`config.mk`:
```
export PLATFORM = sky130hd
export DESIGN_NAME = ram_dp_clr
export DESIGN_NICKNAME = d
export VERILOG_FILES = /design/src/rtl/ram_dp_clr.sv
export SDC_FILE = /design/constraint.sdc
export NUM_CORES = 1
export LEC_CHECK = 0
export ABC_AREA = 0
export CORE_ASPECT_RATIO = 0.7
export CORE_MARGIN = 4
export CORE_UTILIZATION = 25
export CTS_BUF_LIST = sky130_fd_sc_hd__clkbuf_4
export CTS_CLUSTER_SIZE = 25
export DETAILED_ROUTE_END_ITERATION = 10
export RECOVER_POWER = 50
export SLEW_MARGIN = 20
export SYNTH_ARGS = -nofsm -noshare
export SYNTH_HDL_FRONTEND = slang
export SYNTH_SLANG_ARGS = --single-unit
```
`constraint.sdc`:
```
create_clock -name i_clk -period 3 [get_ports i_clk]
set_clock_uncertainty 0.15 [all_clocks]
set_input_delay 0.9 -clock i_clk [delete_from_list [all_inputs] [get_ports i_clk]]
set_output_delay 0.9 -clock i_clk [all_outputs]
set_load 0.01 [all_outputs]
```
`src/rtl/ram_dp_clr.sv`:
```
// ---------------------------------------------------------------------------
// ram_dp_clr
//
// Dual-port (one write port, one read port) RAM with a registered read port
// and a sequential clear engine. After reset, or when a clear is requested,
// the engine walks every address and writes zero. While it runs, `o_busy` is
// high and both ports are ignored.
//
// Parameters:
//   WIDTH  data word width in bits
//   DEPTH  address width in bits; the array holds 2**DEPTH words
//
// Ports:
//   i_clk        system clock, all state updates on the rising edge
//   i_reset      asynchronous, active-high reset
//   i_load       write enable
//   i_waddr      write address
//   i_in         write data
//   i_ren        read enable
//   i_raddr      read address
//   o_out        registered read data (holds when no read is accepted)
//   o_out_valid  high for one cycle when o_out carries data from a read
//   i_clear      request to zero the whole array
//   o_busy       clear engine active; write and read ports are ignored
//
// Optional build macro:
//   RAM_BYPASS_EN  when defined, a read and a write to the same address in
//                  the same cycle return the new write data (write-first).
//                  When undefined, the old contents are returned
//                  (read-first).
// ---------------------------------------------------------------------------
module ram_dp_clr #(
  parameter int WIDTH = 16,
  parameter int DEPTH = 3
) (
  input  logic             i_clk,
  input  logic             i_reset,
  input  logic             i_load,
  input  logic [DEPTH-1:0] i_waddr,
  input  logic [WIDTH-1:0] i_in,
  input  logic             i_ren,
  input  logic [DEPTH-1:0] i_raddr,
  output logic [WIDTH-1:0] o_out,
  output logic             o_out_valid,
  input  logic             i_clear,
  output logic             o_busy
);

  localparam int NWORDS = 1 << DEPTH;

  typedef enum logic {
    ST_CLEAR = 1'b0,
    ST_IDLE  = 1'b1
  } state_t;

  state_t             r_state;
  logic [DEPTH-1:0]   r_ctr;
  logic [WIDTH-1:0]   r_out;
  logic               r_out_valid;
  logic [WIDTH-1:0]   r_mem [NWORDS];

  logic               w_idle;
  logic               w_last;
  logic [WIDTH-1:0]   w_rdata;

  assign w_idle = (r_state == ST_IDLE);
  assign w_last = (r_ctr == DEPTH'(NWORDS - 1));

  // Read data source. With bypass, a same-cycle write to the address being
  // read is forwarded so the reader sees the new word.
`ifdef RAM_BYPASS_EN
  assign w_rdata = (i_load && (i_waddr == i_raddr)) ? i_in : r_mem[i_raddr];
`else
  assign w_rdata = r_mem[i_raddr];
`endif

  // Control FSM, clear counter and registered read port. The counter is
  // left at zero whenever the engine finishes (it wraps on the last
  // address), but is forced to zero again on a clear request for safety.
  always_ff @(posedge i_clk or posedge i_reset) begin
    if (i_reset) begin
      r_state     <= ST_CLEAR;
      r_ctr       <= '0;
      r_out       <= '0;
      r_out_valid <= 1'b0;
    end else begin
      case (r_state)
        ST_CLEAR: begin
          r_out_valid <= 1'b0;
          r_ctr       <= r_ctr + 1'b1;
          if (w_last) begin
            r_state <= ST_IDLE;
          end
        end
        default: begin
          if (i_ren) begin
            r_out       <= w_rdata;
            r_out_valid <= 1'b1;
          end else begin
            r_out_valid <= 1'b0;
          end
          if (i_clear) begin
            r_state <= ST_CLEAR;
            r_ctr   <= '0;
          end
        end
      endcase
    end
  end

  // Storage array. It has no reset of its own; the clear engine is the only
  // thing that zeroes it. A write in the same cycle as a clear request still
  // lands, and is then wiped by the engine.
  always_ff @(posedge i_clk) begin
    if (!w_idle) begin
      r_mem[r_ctr] <= '0;
    end else if (i_load) begin
      r_mem[i_waddr] <= i_in;
    end
  end

  assign o_out       = r_out;
  assign o_out_valid = r_out_valid;
  assign o_busy      = ~w_idle;

endmodule

```
==> results summary, run 1 <==
The fill cell total of the finished layout is 2304. After floorplanning, the core was sized to cover 23600 sq um. The largest net degree at the start of global routing came out at 43. The half-perimeter wire length of the detailed placement result came out at 8900 um.

The count of routing violations after the opening detailed-route iteration is 195. The net total in the final layout came out at 447. In the finished design, the share of the clock period the worst path needs comes to 89.9%. Setup repair after global routing left no endpoint under its margin. The number of max-capacitance violations reported is 1.

The die is 193 um wide. The worst hold path belongs to the class flop to flop. The number of primary I/O pins is 45. The largest stage delay on the critical path came out at 580 ps. The number of buffers added on ports came out at 44. The final reports fail on capacitance limit, slew limit.

The routed length per placed instance came out at 17.5 um. The slowest stage of the critical path is the clkdlybuf4s50_1 cell. Once the floorplan was initialized, standard cells occupied 25.4% of the core. Traced cell by cell, the critical path runs through inv_1, clkdlybuf4s50_1. The clock drives 149 sinks. The count of unresolved DRC violations after routing is 0. The number of flops mapped to enable cells by yosys came out at 128. The floorplan row count came out at 47. In the post-synthesis netlist, the cell with the most instances is edfxtp_1. The number of search-and-repair iterations in the first detailed-routing pass is 4. No sink is reached through more buffers than the 2 on the longest clock path. The die outline area is 26500 sq um. From synthesis to final layout, the design area changed by 20.3%.

Post-CTS repair changed the size of 0 cells. The flow ran to the end, but the final reports show violations. The Yosys step of the flow raised 0 warnings.

The highest achievable clock rate came out at 0.371 GHz. Together, buffers and inverters on the worst path number 2. The worst setup path is captured at an output port. The total via count after detailed routing is 3273. At the worst endpoint, the required time is 1950 ps. After synthesis the netlist holds a flip-flop and latch count of 149. Dividing the synthesized area by the synthesized cell count gives 16.9 sq um. In this design, the largest share of critical-path delay is due to buffers and inverters. The CTS H-tree depth came out at 4. The number of instances in the synthesized netlist is 354. The number of distinct library cells after synthesis came out at 29. The number of buffers inserted by post-CTS setup repair came out at 0. The top cell type by area accounts for 64.2% of the synthesized area. The via density per instance is 4.37. edfxtp_1 takes more of the synthesized area than any other cell. The max-slew violation total from the final report is 22.

The number of endpoints with negative hold slack in the final report is 0. The clock slew seen by the registers of the worst setup and hold paths came out at 120 ps. Of all flip-flops after synthesis, the portion carrying an async set or reset was 14.1%. The worst setup path is of the flop to output port kind. The number of global-route vias before repair is 3375. The overall fraction of global-route tracks in use came out at 10.3%.

The power density over the cells is 870 nW/um^2. TritonCTS built the clock tree. The count of inserted antenna diode cells came out at 0. IR analysis of the VDD net gives a maximum drop of 0.370 mV. The sum of negative setup slack came out at 0 ps.

The transition time of the tightest slew-check pin came out at 1550 ps. Setup violations remaining at the end of the flow were counted as 0. The initial antenna violation count is 0. The number of hold buffers added after cts is 0. The most used flip-flop cell after synthesis is edfxtp_1. Routability-driven placement finished with a final weighted congestion of 0.746. The post-route antenna net violation count is 0. The sequential element share of the synthesized area is 72.9%. The leakage power of the design is 2.63 nW. The global-route wire length before repair came out at 20100 um. The worst hold slack is 348 ps. The final wirelength is 13100 um. Headroom to the max-slew limit came out at -3.11%. The number of buffers inserted during clock tree synthesis is 17. Ranked by total cell area, the synthesized netlist is headed by edfxtp_1, dfrtp_1, mux2i_1, mux2_2, o31ai_2. The arrival time reported for the critical path endpoint came out at 1650 ps. The y dimension of the die came out at 138 um. In this run the worst path has a maximum fanout of 6. Summing every instance area after synthesis gives 5990 sq um. After global routing the overflow that remains totals 0. The share of cells above drive strength 1 came out at 18.3%. The latest clock arrival within the worst-skew pair came out at 520 ps. After layout, the minimum clock period comes to 2700 ps. The worst setup path is launched from a flop. Sorting the synthesized cells by how often they occur yields edfxtp_1, mux2i_1, nand2_1. Clock tree synthesis selected as its root buffer the cell clkbuf_4. The number of nets in the synthesized netlist is 383.
per-stage QoR:
stage	util, %	instances	worst slack [ps]	total power [mW]	cell area [sq um]
2_1_floorplan	-	354	292	4.13	5990
3_3_place_gp	29.2	717	216	4.84	6890
3_5_place_dp	29.2	717	149	4.91	6890
4_1_cts	30.6	749	247	6.34	7230
5_1_grt	30.5	749	158	6.61	7200
6_report	30.5	749	303	6.26	7200
layout make-up:
| type | instances | area (sq um) | share of cell area (%) |
|---|---|---|---|
| clock buffers | 20 | 150 | 2.08 |
| well taps | 318 | 398 | 5.52 |
| multi-input cells | 179 | 1470 | 20.5 |
| inverters | 5 | 18.8 | 0.261 |
| flip-flops and latches | 149 | 4370 | 60.7 |
| repair buffers | 66 | 608 | 8.44 |
| clock inverters | 12 | 185 | 2.57 |
per-layer routing:
metal,vias to the layer above,track usage [%],part of all wire [%]
met1,1653,14.3,48
met2,76,15.8,46
met4,0,3.46,1.5
met5,-,0,0
li1,1520,-,-
met3,24,2.56,5.0
placed cells by master, fill, tap and decap left out, types with 15 or more instances in the layout:
master           netlist  routed
mux2_2                19      19
o22ai_1               16      16
a22o_1                16      16
edfxtp_1             128     128
buf_4                  3      15
nand2_1               22      22
clkbuf_4               0      20
clkdlybuf4s50_1        0      39
dfrtp_1               21      21
and3_1                17      17
mux2i_1               32      32
flip-flops by register name (all words and copies together) (netlist names):
register     cells
r_mem          128
o_out           16
r_ctr            3
o_out_valid      1
r_state          1
power by group:
group | switching [mW] | internal (mW) | total [mW]
Clock | 0.683 | 0.763 | 1.45
Combinational | 0.939 | 0.670 | 1.61
Sequential | 0.195 | 3.01 | 3.21
Total | 1.82 | 4.45 | 6.26
worst reg2reg max path, cell delays in order, from the launching register on:
cell and delay [ps]:
dfrtp_1 360, buf_4 280, nor4bb_1 380, a31oi_1 90, nor2_1 100, buf_4 280
worst paths after layout:
path / start / end / slack [ps] / depth (start not counted)
max in group asynchronous: i_reset / o_out[12] / 610 / 3
worst max-delay path: r_state / o_busy / 300 / 2
worst max register to register: r_state / r_mem[1][14] / 1050 / 5
worst min register to register: o_out[15] / o_out[15] / 350 / 2
worst min-delay path: o_out[15] / o_out[15] / 350 / 2
min in group asynchronous: i_reset / o_out[11] / 1170 / 3
cell families after synthesis:
| group | synth area share, % |
|---|---|
| multiplexers | 11.4 |
| AND/OR/NAND/NOR | 4.70 |
| flip-flops | 72.9 |
| buffers and inverters | 2.36 |
| adder cells (fa/ha/maj) | 0.418 |
| AO/OA/AOI/OAI | 8.21 |
Power figures use the tool's default switching activity.
==> run 2, diff against run 1 <==
--- a/config.mk
+++ b/config.mk
@@ -13,6 +13,7 @@
 export CTS_CLUSTER_SIZE = 25
 export DETAILED_ROUTE_END_ITERATION = 10
 export RECOVER_POWER = 50
+export SETUP_SLACK_MARGIN = 0.2
 export SLEW_MARGIN = 20
 export SYNTH_ARGS = -nofsm -noshare
 export SYNTH_HDL_FRONTEND = slang
==> results summary, run 2 (synthesis gave the netlist of run 1 again) <==
The category of cells accounting for the largest share of critical-path delay is buffers and inverters (unchanged). The number of buffers inserted by post-CTS setup repair was 0 (unchanged). The arrival time reported for the critical path endpoint is 1570 ps (was 1650 ps). The max-slew violation total from the final report came out at 22 (unchanged). The count of cells along the worst hold path is 2 (unchanged).

The post-route antenna net violation count came out at 0 (unchanged). The transition time of the tightest slew-check pin is 1540 ps (was 1550 ps). The share of cells above drive strength 1 came out at 18.6% (was 18.3%). The y dimension of the die came to 138 um (unchanged). The worst min-delay path endpoint is o_out[15] (unchanged). The final wirelength came out at 13100 um (about the same).

The initial cell density of the core was 25.4% (unchanged). Violated checks: capacitance limit, slew limit (unchanged). Worst-path cell chain: inv_2, clkdlybuf4s50_1 (was inv_1, clkdlybuf4s50_1).

The number of search-and-repair iterations in the first detailed-routing pass is 4 (unchanged). Unrepaired setup endpoints after global routing: false (unchanged). The startpoint of the most critical hold path is o_out[15] (unchanged). The total grt overflow is 0 (unchanged). The clock tree from TritonCTS is built (unchanged). The maximum vdd ir drop came out at 0.370 mV (about the same). The number of buffers added on ports is 44 (unchanged). The capturing point of the worst reg2reg path is o_out[11] (was r_mem[1][14]). The register ranked first by flip-flop count is r_mem (unchanged). The worst setup slack after placement came out at 149 ps (unchanged). The critical path capture point type is an output port (unchanged). The library cell contributing the largest single delay on the critical path is clkdlybuf4s50_1 (unchanged). The die outline area came out at 26500 sq um (unchanged). The initial antenna violation count came out at 0 (unchanged). The width of the die is 193 um (unchanged). The highest achievable clock rate was 0.382 GHz (was 0.371 GHz). The floorplan row count came out at 47 (unchanged). The relative area change from synthesis to final layout came out at 20.3% (unchanged). The most common library cell in the layout ignoring fill and taps was edfxtp_1 (unchanged).

The net total in the final layout was 447 (unchanged). The startpoint class of the critical path is a flop (unchanged). The largest driver fanout on the critical path came out at 6 (unchanged).

The max-slew headroom at the worst pin is -2.93% (was -3.11%). The count of routing violations after the opening detailed-route iteration is 193 (was 195). Most frequent cells in the layout: edfxtp_1, clkdlybuf4s50_1, mux2i_1 (unchanged). The number of global-route vias before repair came out at 3375 (unchanged). The origin of the critical flop-to-flop path is r_state (unchanged).

The setup-violating endpoint count in the final report came out at 0 (unchanged). The global-route wire length before repair came out at 20100 um (unchanged). The cell chosen for the clock root is clkbuf_4 (unchanged). Run status: finished with violations (unchanged). The leakage power of the design is 2.63 nW (about the same).

The power density over the cells came to 869 nW/um^2 (was 870 nW/um^2). The overall fraction of global-route tracks in use is 10.3% (unchanged). The number of max-capacitance violations reported was 1 (unchanged).

The number of flip-flops under the largest register name came to 128 (unchanged). The worst-case clock buffer depth came to 2 (unchanged). The number of primary I/O pins was 45 (unchanged). The sink count of the clock tree came out at 149 (unchanged). The number of buffers inserted during clock tree synthesis came out at 17 (unchanged).

The worst setup slack for register-to-register paths was 1030 ps (was 1050 ps). The minimum clock period after layout is 2620 ps (was 2700 ps). The total via count after detailed routing is 3241 (was 3273).

The via density per instance came out at 4.33 (was 4.37). The number of endpoints with negative hold slack in the final report is 0 (unchanged). The type of the worst setup path is flop to output port (unchanged). The count of unresolved DRC violations after routing is 0 (unchanged).

The routed length per placed instance is 17.5 um (about the same). The placer's final routability congestion estimate is 0.746 (unchanged). The largest stage delay on the critical path is 550 ps (was 580 ps). The sum of negative setup slack came to 0 ps (unchanged).

The depth of the most critical reg-to-reg path is 4 (was 5). The CTS H-tree depth is 4 (unchanged). The number of buffers and inverters on the critical path came out at 2 (unchanged). The endpoint required time on the critical path was 1950 ps (about the same). The worst path setup slack after routing was 381 ps (was 303 ps). The half-perimeter wire length of the detailed placement result is 8900 um (unchanged).

The final period utilization came out at 87.3% (was 89.9%). The fill cell total of the finished layout came to 2304 (unchanged). The path category of the worst min-delay check is flop to flop (unchanged). The count of inserted antenna diode cells came out at 0 (unchanged). The clock slew seen by the registers of the worst setup and hold paths came out at 120 ps (about the same). The latest clock arrival within the worst-skew pair came out at 520 ps (about the same). The core footprint is 23600 sq um (unchanged).

The largest net degree at the start of global routing is 43 (unchanged).
-- run 2: cell types whose count changed in the layout (fill, tap and decap cells not counted) --
cell   change
inv_2      +1
inv_1      -1
-- run 2: through the flow --
step           total power [mW]  instance area, sq um  utilization, %  hold WS (ps)  instances
2_1_floorplan              4.13                  5990               -           361        354
3_3_place_gp               4.84                  6890            29.2           325        717
3_5_place_dp               4.91                  6890            29.2           325        717
4_1_cts                    6.34                  7230            30.6           353        749
5_1_grt                    6.61                  7200            30.5           380        749
6_report                   6.26                  7200            30.5           348        749
-- run 2: how the worst max path moves through the flow --
stage,slack [ps],depth (start not counted),from,end
after global routing,250,2,r_state,o_busy
after global placement,220,6,i_load,r_mem[2][5]
final,380,2,r_state,o_busy
after detailed placement,150,6,i_load,r_mem[3][15]
after CTS,250,2,r_state,o_busy
after floorplan,290,4,i_load,r_mem[4][0]
-- run 2: cell type report --
cell class,instances,area (sq um),area share [%]
timing repair buffer,66,608,8.44
tap,318,398,5.52
clock inverter,12,185,2.57
clock buffer,20,150,2.08
multi-input combinational,179,1470,20.5
inverter,5,18.8,0.261
sequential,149,4370,60.7
-- run 2: per-layer routing --
layer,GRT usage [%],routed length (um),vias to the layer above
met5,0,0,-
met4,3.46,177,0
met1,14.3,6280,1639
li1,-,-,1523
met3,2.56,674,16
met2,15.8,5950,63
-- run 2: worst min-delay path, delay by kind of cell, from the launching register on --
kind / cells / cell delay (ps)
AO/OA/AOI/OAI: 1 / 50
flip-flops: 1 / 360
AND/OR/NAND/NOR: 1 / 60
-- run 2: timing repair --
item	CTS	global route
hold buffers	0	0
resized for setup	0	1
setup endpoints to repair	0	1
-- run 2: report_power, final --
group	leakage [nW]	switching, mW	internal, mW
sequential	1.47	0.195	3.01
clock	0.183	0.682	0.763
combinational	0.979	0.937	0.671
